## src/rtl/lock_reg_arbiter_pkg.sv

```systemverilog
// Shared types and default values for the lock-protected register arbiter.
// The optional debug unlock path is enabled by defining LOCK_DEBUG_UNLOCK_EN.
package lock_reg_pkg;

  typedef enum logic [1:0] {
    IDLE   = 2'd0,
    GRANT  = 2'd1,
    LOCKED = 2'd2
  } lock_state_e;

  localparam int                        DEFAULT_DATA_W     = 6;
  localparam logic [DEFAULT_DATA_W-1:0] DEFAULT_RST_VAL    = '0;
  localparam logic [DEFAULT_DATA_W-1:0] DEFAULT_UNLOCK_KEY = 6'h2A;

endpackage

```

## src/rtl/lock_reg_arbiter_rr.sv

```systemverilog
// Round-robin arbiter: one-hot grant searched from an internal pointer that
// moves past a requester only when that requester's write completes.
module rr_arbiter #(
  parameter int NUM_REQ = 4
) (
  input  logic               clk,
  input  logic               reset,
  input  logic [NUM_REQ-1:0] req,
  input  logic [NUM_REQ-1:0] advance,
  output logic [NUM_REQ-1:0] grant
);

  localparam int PTR_W = (NUM_REQ > 1) ? $clog2(NUM_REQ) : 1;

  logic [PTR_W-1:0]   ptr;
  logic [PTR_W-1:0]   adv_idx;
  logic [NUM_REQ-1:0] rot;
  logic [NUM_REQ-1:0] first;

  // Rotate so the pointer position is bit 0, isolate the lowest set bit,
  // then rotate back to the original requester numbering.
  always_comb begin
    rot   = NUM_REQ'({req, req} >> ptr);
    first = rot & (~rot + NUM_REQ'(1));
    grant = NUM_REQ'(({first, first} << ptr) >> NUM_REQ);
  end

  // NOTE: every variable assigned in always_comb gets a default first, so no
  // path leaves it unassigned and no latch is inferred.
  always_comb begin
    adv_idx = '0;
    for (int k = 0; k < NUM_REQ; k++) begin
      if (advance[k]) adv_idx = PTR_W'(k);
    end
  end

  // NOTE: sequential state uses non-blocking assignments so every register
  // samples pre-edge values regardless of statement order.
  always_ff @(posedge clk or posedge reset) begin
    if (reset) begin
      ptr <= '0;
    end else if (|advance) begin
      ptr <= (adv_idx == PTR_W'(NUM_REQ - 1)) ? '0 : adv_idx + PTR_W'(1);
    end
  end

endmodule

```

## src/rtl/lock_reg_arbiter.sv

```systemverilog
// Write arbiter for one lock-protected register with a sticky lock bit.
// Define LOCK_DEBUG_UNLOCK_EN to add the dbg_unlock/dbg_key unlock path.
module lock_reg_arbiter
  import lock_reg_pkg::*;
#(
  parameter int                NUM_REQ    = 4,
  parameter int                DATA_W     = DEFAULT_DATA_W,
  parameter logic [DATA_W-1:0] RST_VAL    = DATA_W'(DEFAULT_RST_VAL)
`ifdef LOCK_DEBUG_UNLOCK_EN
  ,
  parameter logic [DATA_W-1:0] UNLOCK_KEY = DATA_W'(DEFAULT_UNLOCK_KEY)
`endif
) (
  input  logic                      clk,
  input  logic                      reset,
  input  logic [NUM_REQ-1:0]        req,
  input  logic [NUM_REQ*DATA_W-1:0] wr_data,
  input  logic                      lock_set,
`ifdef LOCK_DEBUG_UNLOCK_EN
  input  logic                      dbg_unlock,
  input  logic [DATA_W-1:0]         dbg_key,
`endif
  output logic [NUM_REQ-1:0]        gnt,
  output logic [NUM_REQ-1:0]        ack,
  output logic [NUM_REQ-1:0]        deny,
  output logic [DATA_W-1:0]         data_out,
  output logic                      lock_value
);

  lock_state_e        state;
  logic [NUM_REQ-1:0] arb_grant;
  logic [NUM_REQ-1:0] write_done;
  logic [DATA_W-1:0]  sel_data;
  logic               grant_held;

  always_comb begin
    sel_data = '0;
    for (int k = 0; k < NUM_REQ; k++) begin
      if (gnt[k]) sel_data = sel_data | wr_data[k*DATA_W +: DATA_W];
    end
  end

  assign grant_held = |(gnt & req);
  // The pointer only moves on a write that actually lands (not abort/deny).
  assign write_done = (state == GRANT && !lock_set && grant_held) ? gnt : '0;

  rr_arbiter #(.NUM_REQ(NUM_REQ)) u_arb (
    .clk     (clk),
    .reset   (reset),
    .req     (req),
    .advance (write_done),
    .grant   (arb_grant)
  );

  always_ff @(posedge clk or posedge reset) begin
    if (reset) begin
      state      <= IDLE;
      gnt        <= '0;
      ack        <= '0;
      deny       <= '0;
      data_out   <= RST_VAL;
      lock_value <= 1'b0;
    end else begin
      gnt  <= '0;
      ack  <= '0;
      deny <= '0;
      unique case (state)
        IDLE: begin
          if (lock_set) begin
            state      <= LOCKED;
            lock_value <= 1'b1;
          end else if (|req) begin
            gnt   <= arb_grant;
            state <= GRANT;
          end
        end
        GRANT: begin
          if (lock_set) begin
            deny       <= gnt;
            state      <= LOCKED;
            lock_value <= 1'b1;
          end else if (grant_held) begin
            data_out <= sel_data;
            ack      <= gnt;
            state    <= IDLE;
          end else begin
            state <= IDLE;
          end
        end
        LOCKED: begin
`ifdef LOCK_DEBUG_UNLOCK_EN
          if (dbg_unlock && dbg_key == UNLOCK_KEY) begin
            state      <= IDLE;
            lock_value <= 1'b0;
          end else begin
            deny <= req;
          end
`else
          deny <= req;
`endif
        end
        default: state <= IDLE;
      endcase
    end
  end

endmodule

```

## config.mk

```make
export PLATFORM = sky130hd
export DESIGN_NAME = lock_reg_arbiter
export DESIGN_NICKNAME = d
export VERILOG_FILES = /design/src/rtl/lock_reg_arbiter_pkg.sv /design/src/rtl/lock_reg_arbiter_rr.sv /design/src/rtl/lock_reg_arbiter.sv
export SDC_FILE = /design/constraint.sdc
export NUM_CORES = 1
export LEC_CHECK = 0
export ABC_AREA = 1
export BUFFER_PORTS_ARGS = -buffer_cell sky130_fd_sc_hd__buf_4
export CAP_MARGIN = 5
export CORE_UTILIZATION = 51
export DETAILED_ROUTE_END_ITERATION = 7
export GPL_TIMING_DRIVEN = 0
export PLACE_DENSITY = 0.82
export SLEW_MARGIN = 15
export SYNTH_ARGS = -nofsm -noshare
export SYNTH_HDL_FRONTEND = slang
export SYNTH_HIERARCHICAL = 1
export SYNTH_SLANG_ARGS = --single-unit
```

## constraint.sdc

```tcl
create_clock -name clk -period 2.26 [get_ports clk]
set_clock_uncertainty 0.05 [all_clocks]
set_input_delay 0.226 -clock clk [delete_from_list [all_inputs] [get_ports clk]]
set_output_delay 0.226 -clock clk [all_outputs]
set_load 0.01 [all_outputs]
```

After elaboration in Yosys (flattened, before gate mapping)
Index checks and enable logic that the tools add are counted.

Word-level logic and storage cells: 55. Output and inout bits: 19. Register bits after elaboration: 23.

Reductions and logical operators: 11. Add/sub/neg operators: 2. Shift operators: 2. Eq/ne operators: 4. Bitwise logic cells: 8. Multiplexer cells: 21.

Operators with widths (count): 4-bit 2-to-1 mux (8); 6-bit 2-to-1 mux (4); 6-bit OR (3); 2-bit 2-to-1 mux (6); 4-bit OR reduction (3); 4-bit AND (2); 4-bit case mux with 2 select lines (1); 8-bit by 2-bit << shifter with 8-bit output (1); 8-bit by 2-bit >> shifter with 4-bit output (1); 2-bit case mux with 3 select lines (1); 4-bit by 1-bit adder with 4-bit output (second input constant) (1); 2-bit equality test (second input constant) (2); 4-bit inverter (1); 2-bit AND reduction (2); 3-bit != test (second input constant) (1); 3-bit AND reduction (1); 2-bit by 1-bit adder with 2-bit output (second input constant) (1); 2-bit by 1-bit equality test with 1-bit output (second input constant) (1); 1-bit logical AND (2); 2-bit zero test (1); 1-bit inverter (2); 2-bit OR reduction (1); 1-bit zero test (1); 1-bit 2-to-1 mux (1).

Longest topological paths before layout
Gate-level depths: netlist of the first run.

Word-level depth: 9. Depth in mapped cells: 12.

Hierarchy
The synthesis of the first run kept the hierarchy.

By module, submodules not included: lock_reg_arbiter (sequential area each 525.5 µm², area an instance 1216.2 µm², cells each 168, instances 1); rr_arbiter (sequential area each 50.0 µm², area an instance 367.9 µm², cells each 61, instances 1).

Worst setup path before layout of the first run
No wires, ideal clock.

Path type: flip-flop to flip-flop. Start: register state[1]. End: register u_arb.ptr[1]. Path buffers: 1. Slack: 0.695 ns. Data required time: 2.128 ns. Clock period less this slack: 1.565 ns. Setup time: 0.082 ns. Cell stages (with the launch flop): 10. Arrival: 1.433 ns. Cell sequence: dfrtp_1 inv_1 ha_1 inv_2 nor2_8 nand2_4 buf_6 nor2_1 or2_2 a31oi_1.

RTL lines: from (decl) (RTL line lock_reg_arbiter.sv:30) `lock_state_e state;`; from (signal assigned) (RTL line lock_reg_arbiter.sv:57) `state <= IDLE;`; from (signal assigned) (RTL line lock_reg_arbiter.sv:70) `state <= LOCKED;`; from (signal assigned) (RTL line lock_reg_arbiter.sv:74) `state <= GRANT;`; 2-bit by 1-bit equality test with 1-bit output (RTL line lock_reg_arbiter.sv:45) `assign write_done = (state == GRANT && !lock_set && grant_held) ? gnt : '0;`; 1-bit logical AND (2 in series) (RTL line lock_reg_arbiter.sv:45); 4-bit 2-to-1 mux (RTL line lock_reg_arbiter.sv:45); via write_done[0] (RTL line lock_reg_arbiter.sv:32) `logic [NUM_REQ-1:0] write_done;`; 4-bit OR reduction (RTL line lock_reg_arbiter_rr.sv:42) `end else if (|advance) begin`; to (signal assigned) (RTL line lock_reg_arbiter_rr.sv:43) `ptr <= (adv_idx == PTR_W'(NUM_REQ - 1)) ? '0 : adv_idx + PTR_W'(1);`; to (decl) (RTL line lock_reg_arbiter_rr.sv:15) `logic [PTR_W-1:0] ptr;`.

The timed path passes the listed nets, and every way through them passes these cells. A chain may end at the register's enable or synchronous reset.

Worst setup path after layout of the first run
Start: register state[1]. End: register u_arb.ptr[0].

The elaborated chain is that of the path after synthesis.

==> flow_summary_export.csv, run 1 <==
group,metric,value,unit
run_status,status,"finished with violations",
run_status,violations,"design-rule violations",
floorplanning,fp.dieW,57.73,µm
yosys,synth-seq-cells,23,
pwr,p_int,1.090,mW
setup_path,cp_data_required_time,2440,ps
pwr,seqPwrFrac,29.9,%
floorplanning,num_rows,19,
sta,setup_tns,0,ps
setup_path,critPathMaxFanout,10,
sta,setup_viol_count_final,0,
detailed_routing,drt_first_pass_iters,6,
pwr,finalPower,1.987,mW
final_layout,drive_gt1_share,30.50,%
yosys,yosysUniqueCellTypes,22,
detailed_routing,drt_iter0_markers,49,
clocking,clk_pin_slew,120,ps
worst_hold_path,hold_depth,3,
setup_path,cp_slowest_cell,"dfrtp_1",
setup_path,crit_type,"register to register",
grt,grt_usage,23.53,%
grt,grt_max_degree,22,
clocking,cts-root-buf,"clkbuf_4",
yosys,ys_warn_count,6,
worst_hold_path,hold_path_class,"primary input to register",
sta,fin_crit,1746,ps
clocking,cts_buffers,3,
grt,grt_pass1_vias,1429,
floorplanning,coreArea,2853,µm²
final_layout,fill_cells,267,
setup_path,crit_chain,"inv_1 > ha_1 > inv_2 > nor2_8 > nand2_4 > buf_6 > nor2_1 > o21ai_0 > a21oi_1",
sta,fin_crit_sh,77.26,%
yosys,netlist_area,1584,µm²
detailed_routing,drt_wl_total,3.456,mm
setup_path,critPathLaunchType,"register",
floorplanning,start_util,55.53,%
pwr,cellPowerDensity,984.1,nW/µm²
placed_design,pre_cts_ws,522.8,ps
sta,maxSlewViolCount,0,
detailed_routing,detail-route-antenna-nets,0,
floorplanning,die_h,57.73,µm
placed_design,placed_cells,308,
job,drv_cap,0,
floorplanning,die-area,3333,µm²
yosys,synth_cells,229,
clocking,insertion_delay,300,ps
pwr,p_clk_share,9.4,%
sta,slew_headroom,46.90,%
grt,antenna_found_initial,0,
pwr,swShare,45.16,%
yosys,yosysSeqAreaShare,36.33,%
final_layout,layout.cells.non_filler,313,
clocking,cts_sinks,23,
yosys,synth_area_per_cell,6.917,µm²
sta,setup_ws,514.0,ps
yosys,synth_nets,263,
sta,tightest_slew,795.6,ps
placed_design,dp_hpwl,2.610,mm
pwr,vdd_drop_max,0.6000,mV
clocking,cts_buffer_depth,2,
setup_path,slowest_delay,420,ps
detailed_routing,viasPerCell,4.815,
placed_design,gp_congestion,0.7995,
sta,finalHoldViolations,0,
setup_path,crit_path_end_kind,"register",
placed_design,io_buffers,48,
pwr,p_comb_share,60.7,%
floorplanning,ioPinCount,50,
final_layout,syn2layout_area_growth,27.49,%
pwr,p_switching,0.8975,mW
detailed_routing,vias,1507,
final_layout,nets,317,
grt,grt_pass1_wl,6.127,mm
clocking,cts_tree,"yes",
clocking,htree_levels,1,
grt,grt_overflow,0,
detailed_routing,wire_per_inst,11.04,µm
sta,rsz0062_at_grt,"no",
final_layout,antenna_cells,0,
detailed_routing,drc,6,
setup_path,crit_arrival,1930,ps
pwr,p_leak,1.165,nW
sta,hold_ws,155.4,ps
sta,fmax,572.7,MHz
setup_path,ff2ff_path_depth,9,
per-layer routing:
layer / GRT usage (%) / vias to the layer above / share of wire (%)
met5: 0 / - / 0
met4: 6.463 / 0 / 0.43
met3: 3.795 / 2 / 6.3
met2: 40.53 / 39 / 48
met1: 30.85 / 663 / 45
li1: - / 803 / -
what timing repair did:
item	4_1_cts	5_1_grt
setup buffers	0	0
endpoints found under the hold margin	2	0
gates resized for setup	0	0
hold buffers	1	0
cells by family after synthesis:
group,synth area share (%)
and+or+nand+nor,42.65
buffers and inverters,13.82
DFF,36.33
AOI/OAI and AO/OA,4.819
adders and majority gates,2.370
through the flow:
step                      utilization [%]  instance area [µm²]
after CTS                           70.79                 2019
final                               70.79                 2019
after detailed placement            69.52                 1983
after global routing                70.79                 2019
after global placement              69.52                 1983
after floorplan                         -                 1584
synthesized netlist by cell type (all sizes together):
master / count / area (µm²)
o211ai: 1 / 7.510
ha: 3 / 37.54
dfrtp: 23 / 575.6
buf: 8 / 83.83
o21ai: 5 / 32.53
nor2: 17 / 82.58
a21oi: 6 / 30.03
nand2: 105 / 451.7
inv: 34 / 135.1
a31oi: 1 / 6.260
or2: 1 / 6.260
nand3: 25 / 135.1
path summary, 6_finish.rpt:
check	startpoint	to	slack [ps]
max in group asynchronous	reset	deny[1]$_DFF_PP0_	1090
max reg2reg	state[1]$_DFFE_PP0P_	u_arb/ptr[0]$_DFFE_PP0P_	510
max	state[1]$_DFFE_PP0P_	u_arb/ptr[0]$_DFFE_PP0P_	510
min	req[1]	deny[1]$_DFF_PP0_	160
min reg2reg	data_out[1]$_DFFE_PP0P_	data_out[1]$_DFFE_PP0P_	440
min in group asynchronous	reset	u_arb/ptr[0]$_DFFE_PP0P_	270
cell type report:
type / instances / area, µm² / share of cell area (%)
sequential: 23 / 575.6 / 28.50
multi-input combinational: 164 / 789.5 / 39.10
inverter: 34 / 135.1 / 6.691
buffer: 8 / 83.83 / 4.151
timing repair buffer: 49 / 370.4 / 18.34
clock buffer: 4 / 26.28 / 1.301
tap: 31 / 38.79 / 1.921
worst max-delay path, delay by kind of cell, from the launching register on:
kind	cells	cell delay [ps]
buf+inv	3	320
flops	1	420
simple gates	3	360
compound gates	2	230
fa+ha+maj	1	300
cell usage in the layout (no fill, tap or decap), drive strengths merged:
cell type    netlist  final
o21ai              5      5
buf                8     56
nand2            105    105
nor2              17     17
dfrtp             23     23
o211ai             1      1
dlygate4sd3        0      1
a31oi              1      1
nand3             25     25
inv               34     34
clkbuf             0      4
a21oi              6      6
or2                1      1
ha                 3      3
sequential cells by signal, indices dropped and copies added, names as in the netlist:
| signal | flops |
|---|---|
| state | 2 |
| ack | 4 |
| u_arb/ptr | 2 |
| gnt | 4 |
| deny | 4 |
| data_out | 6 |
| lock_value | 1 |
power by group through the flow:
stage / Clock (mW) / Combinational [mW] / Sequential, mW
global route: 0.213 / 1.38 / 0.607
finish: 0.187 / 1.21 / 0.595
floorplan: 0 / 0.827 / 0.639
detailed placement: 0 / 1.20 / 0.603
CTS: 0.189 / 1.21 / 0.595
global placement: 0 / 1.19 / 0.601
No activity file was read; power rests on OpenSTA's default activity.
==> run 2, diff against run 1 <==
Settings changed: CORE_UTILIZATION 51 to 46, PLACE_DENSITY 0.82 to 0.78.
Clock period 2.26 ns to 1.4 ns, I/O delays scaled along.
==> run 2 against run 1 <==
  * The run ends with negative setup slack left
  * Die area grew 10%
  * Flip-flop and latch count is the same
  * Register-to-register slack lost 650 ps
  * Sequential share of layout area shrank 3.7 points
  * Cell count grew 11%
  * Total power grew 91%
  * Maximum frequency grew 13%
  * Non-clock buffer count grew 22
  * Via count grew 8.9%
  * Setup slack lost 650 ps
  * Wire length grew 22%
  * Global-route usage shrank 1.3 points
  * Highest routed layer unchanged
==> flow_summary_export.csv, run 2 (synthesis results as in run 1) <==
group,metric,value,unit
sta,maxSlewViolCount,0,
placed_design,io_buffers,48,
placed_design,gp_congestion,0.8144,
floorplanning,start_util,50.24,%
setup_path,slowest_delay,400,ps
setup_path,crit_path_end_kind,"register",
final_layout,multi_input_area,895.9,µm²
final_layout,final_common_cell,"nand2_1",
detailed_routing,wire_per_inst,12.08,µm
setup_path,crit_arrival,1740,ps
grt,grt_pass1_vias,1342,
setup_path,cp_slowest_cell,"dfrtp_1",
sta,fmax,650.0,MHz
setup_path,crit_chain,"buf_6 > inv_8 > nand2_4 > nand2_2 > nand2_1 > nand2_1 > nand2_2 > o21ai_2 > nand3_1 > nand2_1 > nand2_1 > nor2_1",
pwr,p_leak,1.283,nW
final_layout,register_area,575.6,µm²
floorplanning,ioPinCount,50,
final_layout,layout.cells.non_filler,348,
clocking,htree_levels,1,
grt,met2_usage,37.99,%
pwr,p_switching,1.723,mW
detailed_routing,vias,1641,
detailed_routing,drc,0,
final_layout,top_register,"data_out",
setup_path,critPathLaunchType,"register",
sta,fin_crit,1539,ps
pwr,p_int,2.079,mW
final_layout,drive_gt1_share,41.12,%
grt,grt_pass1_wl,6.009,mm
job,drv_cap,0,
sta,setup_ws,-138.6,ps
pwr,swShare,45.32,%
setup_path,critPathMaxFanout,8,
final_layout,antenna_cells,0,
clocking,cts_sinks,23,
detailed_routing,drt_wl_total,4.205,mm
setup_path,critPathMostFrequentCell,"nand2_1",
grt,grt_util_met1,28.42,%
floorplanning,die-area,3682,µm²
detailed_routing,drt_first_pass_iters,4,
sta,tightest_slew,781.8,ps
clocking,cts_buffers,3,
final_layout,final_cell_mix,"82 x nand2_1, 70 x buf_4, 27 x inv_1",
final_layout,fin_util,73.49,%
grt,gr-max-usage-layer,"met2",
detailed_routing,drt_iter0_markers,66,
pwr,p_comb_share,66.4,%
sta,finalHoldViolations,0,
sta,fin_crit_sh,109.9,%
floorplanning,num_rows,20,
run_status,violations,"negative setup slack",
final_layout,nets,339,
final_layout,syn2layout_area_growth,46.29,%
floorplanning,coreArea,3153,µm²
setup_path,cp_data_required_time,1600,ps
setup_path,crit_type,"register to register",
grt,antenna_found_initial,0,
clocking,cts_buffer_depth,2,
run_status,status,"finished with violations",
grt,grt_max_degree,22,
pwr,p_clk_share,8.2,%
detailed_routing,viasPerCell,4.716,
grt,grt_overflow,0,
sta,rsz0062_at_grt,"yes",
sta,setup_viol_count_final,5,
final_layout,largest_register_ff_count,6,
pwr,cellPowerDensity,1641,nW/µm²
final_layout,fill_cells,240,
sta,slew_headroom,47.82,%
pwr,vdd_drop_max,0.8826,mV
worst_hold_path,hold_path_class,"primary input to register",
floorplanning,fp.dieW,60.68,µm
placed_design,pre_cts_ws,-201.0,ps
grt,gr-usage-met3,3.838,%
clocking,cts_tree,"yes",
detailed_routing,detail-route-antenna-nets,0,
placed_design,dp_hpwl,2.681,mm
clocking,insertion_delay,320,ps
floorplanning,die_h,60.68,µm
grt,grt_usage,22.22,%
clocking,cts-root-buf,"clkbuf_4",
clocking,clk_pin_slew,120,ps
placed_design,placed_cells,321,
pwr,seqPwrFrac,25.4,%
[run 2: final cells by class]
| type | count | share of cell area (%) |
|---|---|---|
| tap | 44 | 2.376 |
| multi-input combinational | 164 | 38.66 |
| buffer | 7 | 3.132 |
| timing repair buffer | 72 | 23.60 |
| inverter | 34 | 6.263 |
| clock buffer | 4 | 1.134 |
| sequential | 23 | 24.84 |
[run 2: what timing repair did]
| action | CTS | global route |
|---|---|---|
| setup endpoints to repair | 6 | 14 |
| pin swaps | 10 | 8 |
| hold endpoints to repair | 23 | 0 |
| hold buffers | 1 | 0 |
| setup buffers | 10 | 14 |
| gates resized for setup | 7 | 18 |
[run 2: worst max-delay path: cells and delay by family, from the launching register on]
kind / cells / cell delay (ps)
AO/OA/AOI/OAI: 1 / 130
buffers and inverters: 2 / 230
flip-flops: 1 / 400
AND/OR/NAND/NOR: 9 / 670
[run 2: power by group through the flow]
stage | Combinational, mW | Sequential [mW] | Clock [mW]
4_1_cts | 2.17 | 0.963 | 0.316
6_report | 2.53 | 0.964 | 0.312
2_1_floorplan | 1.38 | 1.04 | 0
3_5_place_dp | 2.01 | 0.981 | 0
3_3_place_gp | 1.98 | 0.976 | 0
5_1_grt | 2.78 | 0.988 | 0.346
[run 2: final timing paths]
| check | from | endpoint | slack [ps] | cells after the start |
|---|---|---|---|---|
| max reg2reg | u_arb/ptr[0]$_DFFE_PP0P_ | gnt[0]$_DFF_PP0_ | -140 | 12 |
| max | u_arb/ptr[0]$_DFFE_PP0P_ | gnt[0]$_DFF_PP0_ | -140 | 12 |
| min reg2reg | lock_value$_DFFE_PP0P_ | lock_value$_DFFE_PP0P_ | 440 | 2 |
| max in group asynchronous | reset | data_out[5]$_DFFE_PP0P_ | 350 | 3 |
| min | req[0] | deny[0]$_DFF_PP0_ | 60 | 3 |
| min in group asynchronous | reset | u_arb/ptr[1]$_DFFE_PP0P_ | 170 | 3 |
[run 2: metal layers]
metal | vias up | share of wire [%] | wire, µm
met1 | 748 | 44 | 1838
met5 | - | 0 | 0
li1 | 841 | - | -
met4 | 0 | 1.6 | 67
met3 | 6 | 5.0 | 210
met2 | 46 | 50 | 2089
[run 2: stage by stage]
stage               area [µm²]  hold WS [ps]  total power, mW  TNS, ps
floorplan                 1607        -168.8            2.416   -149.3
global placement          2022        -43.46            2.954   -629.4
detailed placement        2022        -38.37            2.991   -699.9
CTS                       2146         47.01            3.445   -154.6
global route              2317         55.42            4.112    -1145
finish                    2317         55.28            3.802   -377.5
